--- src/rtl/wb_arbiter_if.sv ---
// Writeback arbiter bus: load and ALU valid/ready requesters plus the
// registered register-file write port.
interface wb_arbiter_if #(
  parameter int unsigned DATA_WIDTH = 32,
  parameter int unsigned ADDR_WIDTH = 5
);
  logic                  mem_valid;
  logic [ADDR_WIDTH-1:0] mem_rd;
  logic [DATA_WIDTH-1:0] mem_data;
  logic                  mem_ready;
  logic                  alu_valid;
  logic [ADDR_WIDTH-1:0] alu_rd;
  logic [DATA_WIDTH-1:0] alu_data;
  logic                  alu_ready;
  logic                  wb_sel;
  logic                  wb_we;
  logic [ADDR_WIDTH-1:0] wb_rd;
  logic [DATA_WIDTH-1:0] wb_data;

  modport slave (
    input  mem_valid, mem_rd, mem_data, alu_valid, alu_rd, alu_data,
    output mem_ready, alu_ready, wb_sel, wb_we, wb_rd, wb_data
  );

  modport master (
    output mem_valid, mem_rd, mem_data, alu_valid, alu_rd, alu_data,
    input  mem_ready, alu_ready, wb_sel, wb_we, wb_rd, wb_data
  );
endinterface

--- src/rtl/wb_arbiter.sv ---
// Writeback-port arbiter: memory-priority with ALU starvation guard, or
// round-robin when WB_ARB_RR_EN is defined.
module wb_arbiter #(
  parameter int unsigned DATA_WIDTH = 32,
  parameter int unsigned ADDR_WIDTH = 5,
  parameter int unsigned MAX_WAIT   = 4
) (
  input  logic         clk,
  input  logic         rst_n,
  wb_arbiter_if.slave  bus
);

  logic                  grant_mem;
  logic                  grant_alu;
  logic                  contended;
  logic [ADDR_WIDTH-1:0] sel_rd;
  logic [DATA_WIDTH-1:0] sel_data;

  logic                  wb_sel_q;
  logic                  wb_we_q;
  logic [ADDR_WIDTH-1:0] wb_rd_q;
  logic [DATA_WIDTH-1:0] wb_data_q;

`ifdef WB_ARB_RR_EN
  typedef enum logic {PREF_ALU, PREF_MEM} rr_state_e;
  rr_state_e rr_state, rr_next;
`else
  localparam int unsigned CW = $clog2(MAX_WAIT + 1);
  localparam logic [CW-1:0] MAX_CNT = CW'(MAX_WAIT);
  logic [CW-1:0] starve_cnt, starve_next;
`endif

  assign contended = bus.mem_valid && bus.alu_valid;

  // State register
  always_ff @(posedge clk or negedge rst_n) begin
    if (!rst_n) begin
`ifdef WB_ARB_RR_EN
      rr_state   <= PREF_ALU;
`else
      starve_cnt <= '0;
`endif
    end else begin
`ifdef WB_ARB_RR_EN
      rr_state   <= rr_next;
`else
      starve_cnt <= starve_next;
`endif
    end
  end

  // Next-state logic
  always_comb begin
`ifdef WB_ARB_RR_EN
    rr_next = rr_state;
    if (contended) rr_next = grant_alu ? PREF_MEM : PREF_ALU;
`else
    starve_next = '0;
    if (bus.alu_valid && !grant_alu)
      starve_next = (starve_cnt == MAX_CNT) ? starve_cnt : starve_cnt + 1'b1;
`endif
  end

  // Grant decode; readies are forced low while reset is asserted
  always_comb begin
    grant_mem = 1'b0;
    grant_alu = 1'b0;
    if (rst_n) begin
      if (contended) begin
`ifdef WB_ARB_RR_EN
        grant_alu = (rr_state == PREF_ALU);
`else
        grant_alu = (starve_cnt == MAX_CNT);
`endif
        grant_mem = !grant_alu;
      end else begin
        grant_mem = bus.mem_valid;
        grant_alu = bus.alu_valid;
      end
    end
  end

  assign bus.mem_ready = grant_mem;
  assign bus.alu_ready = grant_alu;
  assign sel_rd        = grant_mem ? bus.mem_rd   : bus.alu_rd;
  assign sel_data      = grant_mem ? bus.mem_data : bus.alu_data;

  always_ff @(posedge clk or negedge rst_n) begin
    if (!rst_n) begin
      wb_sel_q  <= 1'b0;
      wb_we_q   <= 1'b0;
      wb_rd_q   <= '0;
      wb_data_q <= '0;
    end else if (grant_mem || grant_alu) begin
      wb_sel_q  <= grant_mem;
      wb_we_q   <= |sel_rd;
      wb_rd_q   <= sel_rd;
      wb_data_q <= sel_data;
    end else begin
      wb_we_q   <= 1'b0;
    end
  end

  assign bus.wb_sel  = wb_sel_q;
  assign bus.wb_we   = wb_we_q;
  assign bus.wb_rd   = wb_rd_q;
  assign bus.wb_data = wb_data_q;

endmodule

--- src/flat_wrapper.sv ---
// flat-port wrapper written by rule: the top's interface ports become plain ports
module wb_arbiter_flat 
#(
  parameter int unsigned DATA_WIDTH = 32,
  parameter int unsigned ADDR_WIDTH = 5,
  parameter int unsigned MAX_WAIT   = 4
)
  (clk, rst_n, bus_mem_valid, bus_mem_rd, bus_mem_data, bus_alu_valid, bus_alu_rd, bus_alu_data, bus_mem_ready, bus_alu_ready, bus_wb_sel, bus_wb_we, bus_wb_rd, bus_wb_data);
  wb_arbiter_if #(.DATA_WIDTH(DATA_WIDTH), .ADDR_WIDTH(ADDR_WIDTH)) bus_i ();
  input  logic clk;
  input  logic rst_n;
  input wire logic [$bits(bus_i.mem_valid)-1:0] bus_mem_valid;
  input wire logic [$bits(bus_i.mem_rd)-1:0] bus_mem_rd;
  input wire logic [$bits(bus_i.mem_data)-1:0] bus_mem_data;
  input wire logic [$bits(bus_i.alu_valid)-1:0] bus_alu_valid;
  input wire logic [$bits(bus_i.alu_rd)-1:0] bus_alu_rd;
  input wire logic [$bits(bus_i.alu_data)-1:0] bus_alu_data;
  output wire logic [$bits(bus_i.mem_ready)-1:0] bus_mem_ready;
  output wire logic [$bits(bus_i.alu_ready)-1:0] bus_alu_ready;
  output wire logic [$bits(bus_i.wb_sel)-1:0] bus_wb_sel;
  output wire logic [$bits(bus_i.wb_we)-1:0] bus_wb_we;
  output wire logic [$bits(bus_i.wb_rd)-1:0] bus_wb_rd;
  output wire logic [$bits(bus_i.wb_data)-1:0] bus_wb_data;
  assign bus_i.mem_valid = bus_mem_valid;
  assign bus_i.mem_rd = bus_mem_rd;
  assign bus_i.mem_data = bus_mem_data;
  assign bus_i.alu_valid = bus_alu_valid;
  assign bus_i.alu_rd = bus_alu_rd;
  assign bus_i.alu_data = bus_alu_data;
  assign bus_mem_ready = bus_i.mem_ready;
  assign bus_alu_ready = bus_i.alu_ready;
  assign bus_wb_sel = bus_i.wb_sel;
  assign bus_wb_we = bus_i.wb_we;
  assign bus_wb_rd = bus_i.wb_rd;
  assign bus_wb_data = bus_i.wb_data;
  wb_arbiter #(.DATA_WIDTH(DATA_WIDTH), .ADDR_WIDTH(ADDR_WIDTH), .MAX_WAIT(MAX_WAIT)) u_core (.clk(clk), .rst_n(rst_n), .bus(bus_i));
endmodule
--- config.mk ---
export PLATFORM = sky130hd
export DESIGN_NAME = wb_arbiter_flat
export DESIGN_NICKNAME = d
export VERILOG_FILES = /design/src/rtl/wb_arbiter_if.sv /design/src/rtl/wb_arbiter.sv /design/src/flat_wrapper.sv
export SDC_FILE = /design/constraint.sdc
export NUM_CORES = 1
export LEC_CHECK = 0
export ABC_AREA = 1
export CAP_MARGIN = 20
export CORE_UTILIZATION = 30
export DETAILED_ROUTE_END_ITERATION = 8
export PLACE_DENSITY = 0.72
export SLEW_MARGIN = 20
export SYNTH_ARGS = -nofsm -noshare
export SYNTH_HDL_FRONTEND = slang
export SYNTH_SLANG_ARGS = --single-unit
--- constraint.sdc ---
create_clock -name clk -period 2.15 [get_ports clk]
set_input_delay 0.3225 -clock clk [delete_from_list [all_inputs] [get_ports clk]]
set_output_delay 0.3225 -clock clk [all_outputs]
set_load 0.005 [all_outputs]
==> out/metrics.cfg <==
[power_and_ir_drop]
comb_power_share_pct = 29.1
power_w = 0.002007
netSwitchingPower_w = 0.0005305
ir_drop_v = 0.0002932
seqPwrFrac_pct = 47.4
p_sw_share_pct = 26.43
power.leakage_nw = 1.476
pwr-share-clk_pct = 23.6
internal-power_w = 0.001477
powerDensity_nw_per_um2 = 602.6

[clocking]
cts_buffers = 5
post-cts-setup-buffers = 0
clock_path_buffers = 2
cts_htree_levels = 2
cts_hold_buf = 0
clock_insertion_delay_worst_skew_ps = 280
root_buffer = clkbuf_8
cts.sinks = 42
cts_tree = done
clk_pin_slew_ps = 80

[placed_design]
placed_cell_area_um2 = 3244
placed_cells = 435
dp_slack_ps = 109.3
place_congestion = 0.7397
hpwl_um = 4132
numPortBuffers = 118

[synth]
syn_area_per_cell_um2 = 8.102
synth_cells = 246
ys_top_cells_by_area = dfrtp_1 53%, o21ai_1 11%, nand2_1 11%
synth.distinct_cells = 19
synth_seq_cells = 42
syn_area_um2 = 1993
yosysMostFrequentCell = nand2_1
synth_edf_count = 0
synth_common_cells = 57 x nand2_1, 43 x o21ai_1, 42 x dfrtp_1, 35 x nor2_1, 26 x o21ai_0
yosys_warnings = 0
yosysSeqAreaShare_pct = 52.73
syn-num-nets = 326
synthArstFlopShare_pct = 100.0
yosysTopAreaCell = dfrtp_1
synthFlopType = dfrtp_1
synth_top_area_share_pct = 52.73

[grt]
grt_max_degree = 41
gr-usage-all-layers_pct = 16.86
grt_pass1_vias = 2020
grt_pass1_wl_um = 9611
overflow = 0
grt_antenna_before_repair = 0

[timing]
setup_tns_ps = 0
worstMarginPinSlew_ps = 425.7
drv_slew = 0
layout_setup_ws_ps = 133.7
finalSetupViolCount = 0
slew_headroom_pct = 71.62
hold_violations = 0
fin_crit_sh_pct = 93.78
skew_ps = 4.346
rsz0062_at_grt = no
fmax_ghz = 0.4960
min_period_ps = 2016

[status]
status = complete, no violations

[finish]
n_antenna_cell = 0
fin_nets = 445
syn_to_final_growth_pct = 67.11
drive_gt1_share_pct = 6.849
final_cell_area_um2 = 3331
stdcell_count = 442

[drt]
drc_errors = 0
drt_iter0_drc = 99
routed_via_density = 4.643
wl_um = 5588
firstDrtPassIters = 4
drt.antenna.violating_nets = 0
vias = 2052
avgRoutedWirePerCell_um = 12.64

[setup_path]
crit_family = buffers and inverters
crit_slowest_cell = clkdlybuf4s50_1
cp.arrival_ps = 1690
critPathLaunchType = flop
cp.required_ps = 1830
worst-path-stages = 6
path_max_fanout = 4
crit_path_end_kind = primary output
crit_chain = inv_1 -> ha_2 -> nand3_2 -> nand2_4 -> inv_2 -> clkdlybuf4s50_1
cp.buffers_inverters = 3
r2r_cells = 10
path_class = flop to primary output
cp_slowest_stage_delay_ps = 470

[floorplan]
core_area_um2 = 6386
io_pins = 119
die_h_um = 83.51
initial_core_util_pct = 31.21
rows = 29
dieArea_um2 = 6974
die_w_um = 83.51

[flow_run]
maxCapViolCount = 0

[worst_hold_path]
hp-class = primary input to asynchronous set/reset pin

## worst paths after layout
| path | start | endpoint | slack [ps] |
|---|---|---|---|
| setup / recovery | u_core.starve_cnt[0] | bus_mem_ready | 130 |
| hold reg to reg | u_core.bus.wb_sel | u_core.bus.wb_sel | 480 |
| max in group asynchronous | rst_n | u_core.bus.wb_data[30] | 1820 |
| setup reg to reg | u_core.starve_cnt[0] | u_core.bus.wb_we | 330 |
| min in group clk | rst_n | u_core.starve_cnt[0] | 420 |
| hold / removal | rst_n | u_core.bus.wb_data[18] | 40 |
## per-stage QoR
step	util (%)	hold WS, ps
after floorplan	-	26.91
after global placement	50.80	346.6
after detailed placement	50.80	349.9
after CTS	52.08	35.17
after global routing	52.16	56.96
final	52.16	41.92
## final cells by class
cell class	instances	area, um2
Clock inverter	2	10.01
Tap cell	77	96.34
Fill cell	614	3055
Sequential cell	42	1051
Timing Repair Buffer	126	1239
Multi-Input combinational cell	176	813.3
Clock buffer	5	68.82
Inverter	14	52.55
## worst reg2reg max path, stage by stage (launching register included)
cell and delay, ps:
dfrtp_1 410, inv_1 90, ha_2 200, nand3_2 130, nand2_4 90, buf_4 370
nand2_1 120, o21ai_2 90, nand2_1 70, nor2_1 100, nor2_1 40
## routing by layer
| metal | wire [um] | up-vias | global-route usage (%) |
|---|---|---|---|
| met5 | 0 | - | 0 |
| li1 | - | 1036 | - |
| met4 | 16 | 0 | 2.773 |
| met3 | 403 | 2 | 5.045 |
| met2 | 2700 | 72 | 27.72 |
| met1 | 2468 | 942 | 22.41 |
## state kept, by name (all words and copies together), names as in the netlist
name                flops
u_core.bus.wb_we        1
u_core.starve_cnt       3
u_core.bus.wb_rd        5
u_core.bus.wb_data     32
u_core.bus.wb_sel       1
## cells in the final DEF, fill, tap and decap left out, drive strengths merged, types with 2 or more instances in the layout
master and n:
nand3 4, clkinv 2, dfrtp 42, buf 9
clkdlybuf4s50 116, clkbuf 5, nand2 58, a21oi 3
o21ai 71, nor2 35, ha 2, inv 14
## cells by family (layout without fill, tap and decap cells)
kind of cell / Yosys count / in the layout / synth area share, %
AO/OA/AOI/OAI: 75 / 75 / 19.33
flip-flops: 42 / 42 / 52.73
adder cells (fa/ha/maj): 2 / 2 / 1.255
XOR/XNOR: 1 / 1 / 0.4395
AND/OR/NAND/NOR: 98 / 98 / 19.52
buffers and inverters: 28 / 147 / 6.716
## power by group through the flow
stage | logic, W | clock network (W) | registers [W]
final | 0.000583 | 0.000473 | 0.000951
after global routing | 0.000647 | 0.000529 | 0.000966
after CTS | 0.000593 | 0.000496 | 0.000952
after detailed placement | 0.000591 | 0 | 0.000965
after global placement | 0.000584 | 0 | 0.000962
after floorplan | 0.000177 | 0 | 0.000968
## what timing repair did
item,4_1_cts,5_1_grt
pin swaps,0,0
gates resized for setup,1,2
setup endpoints to repair,1,1
Power figures use the tool's default switching activity.
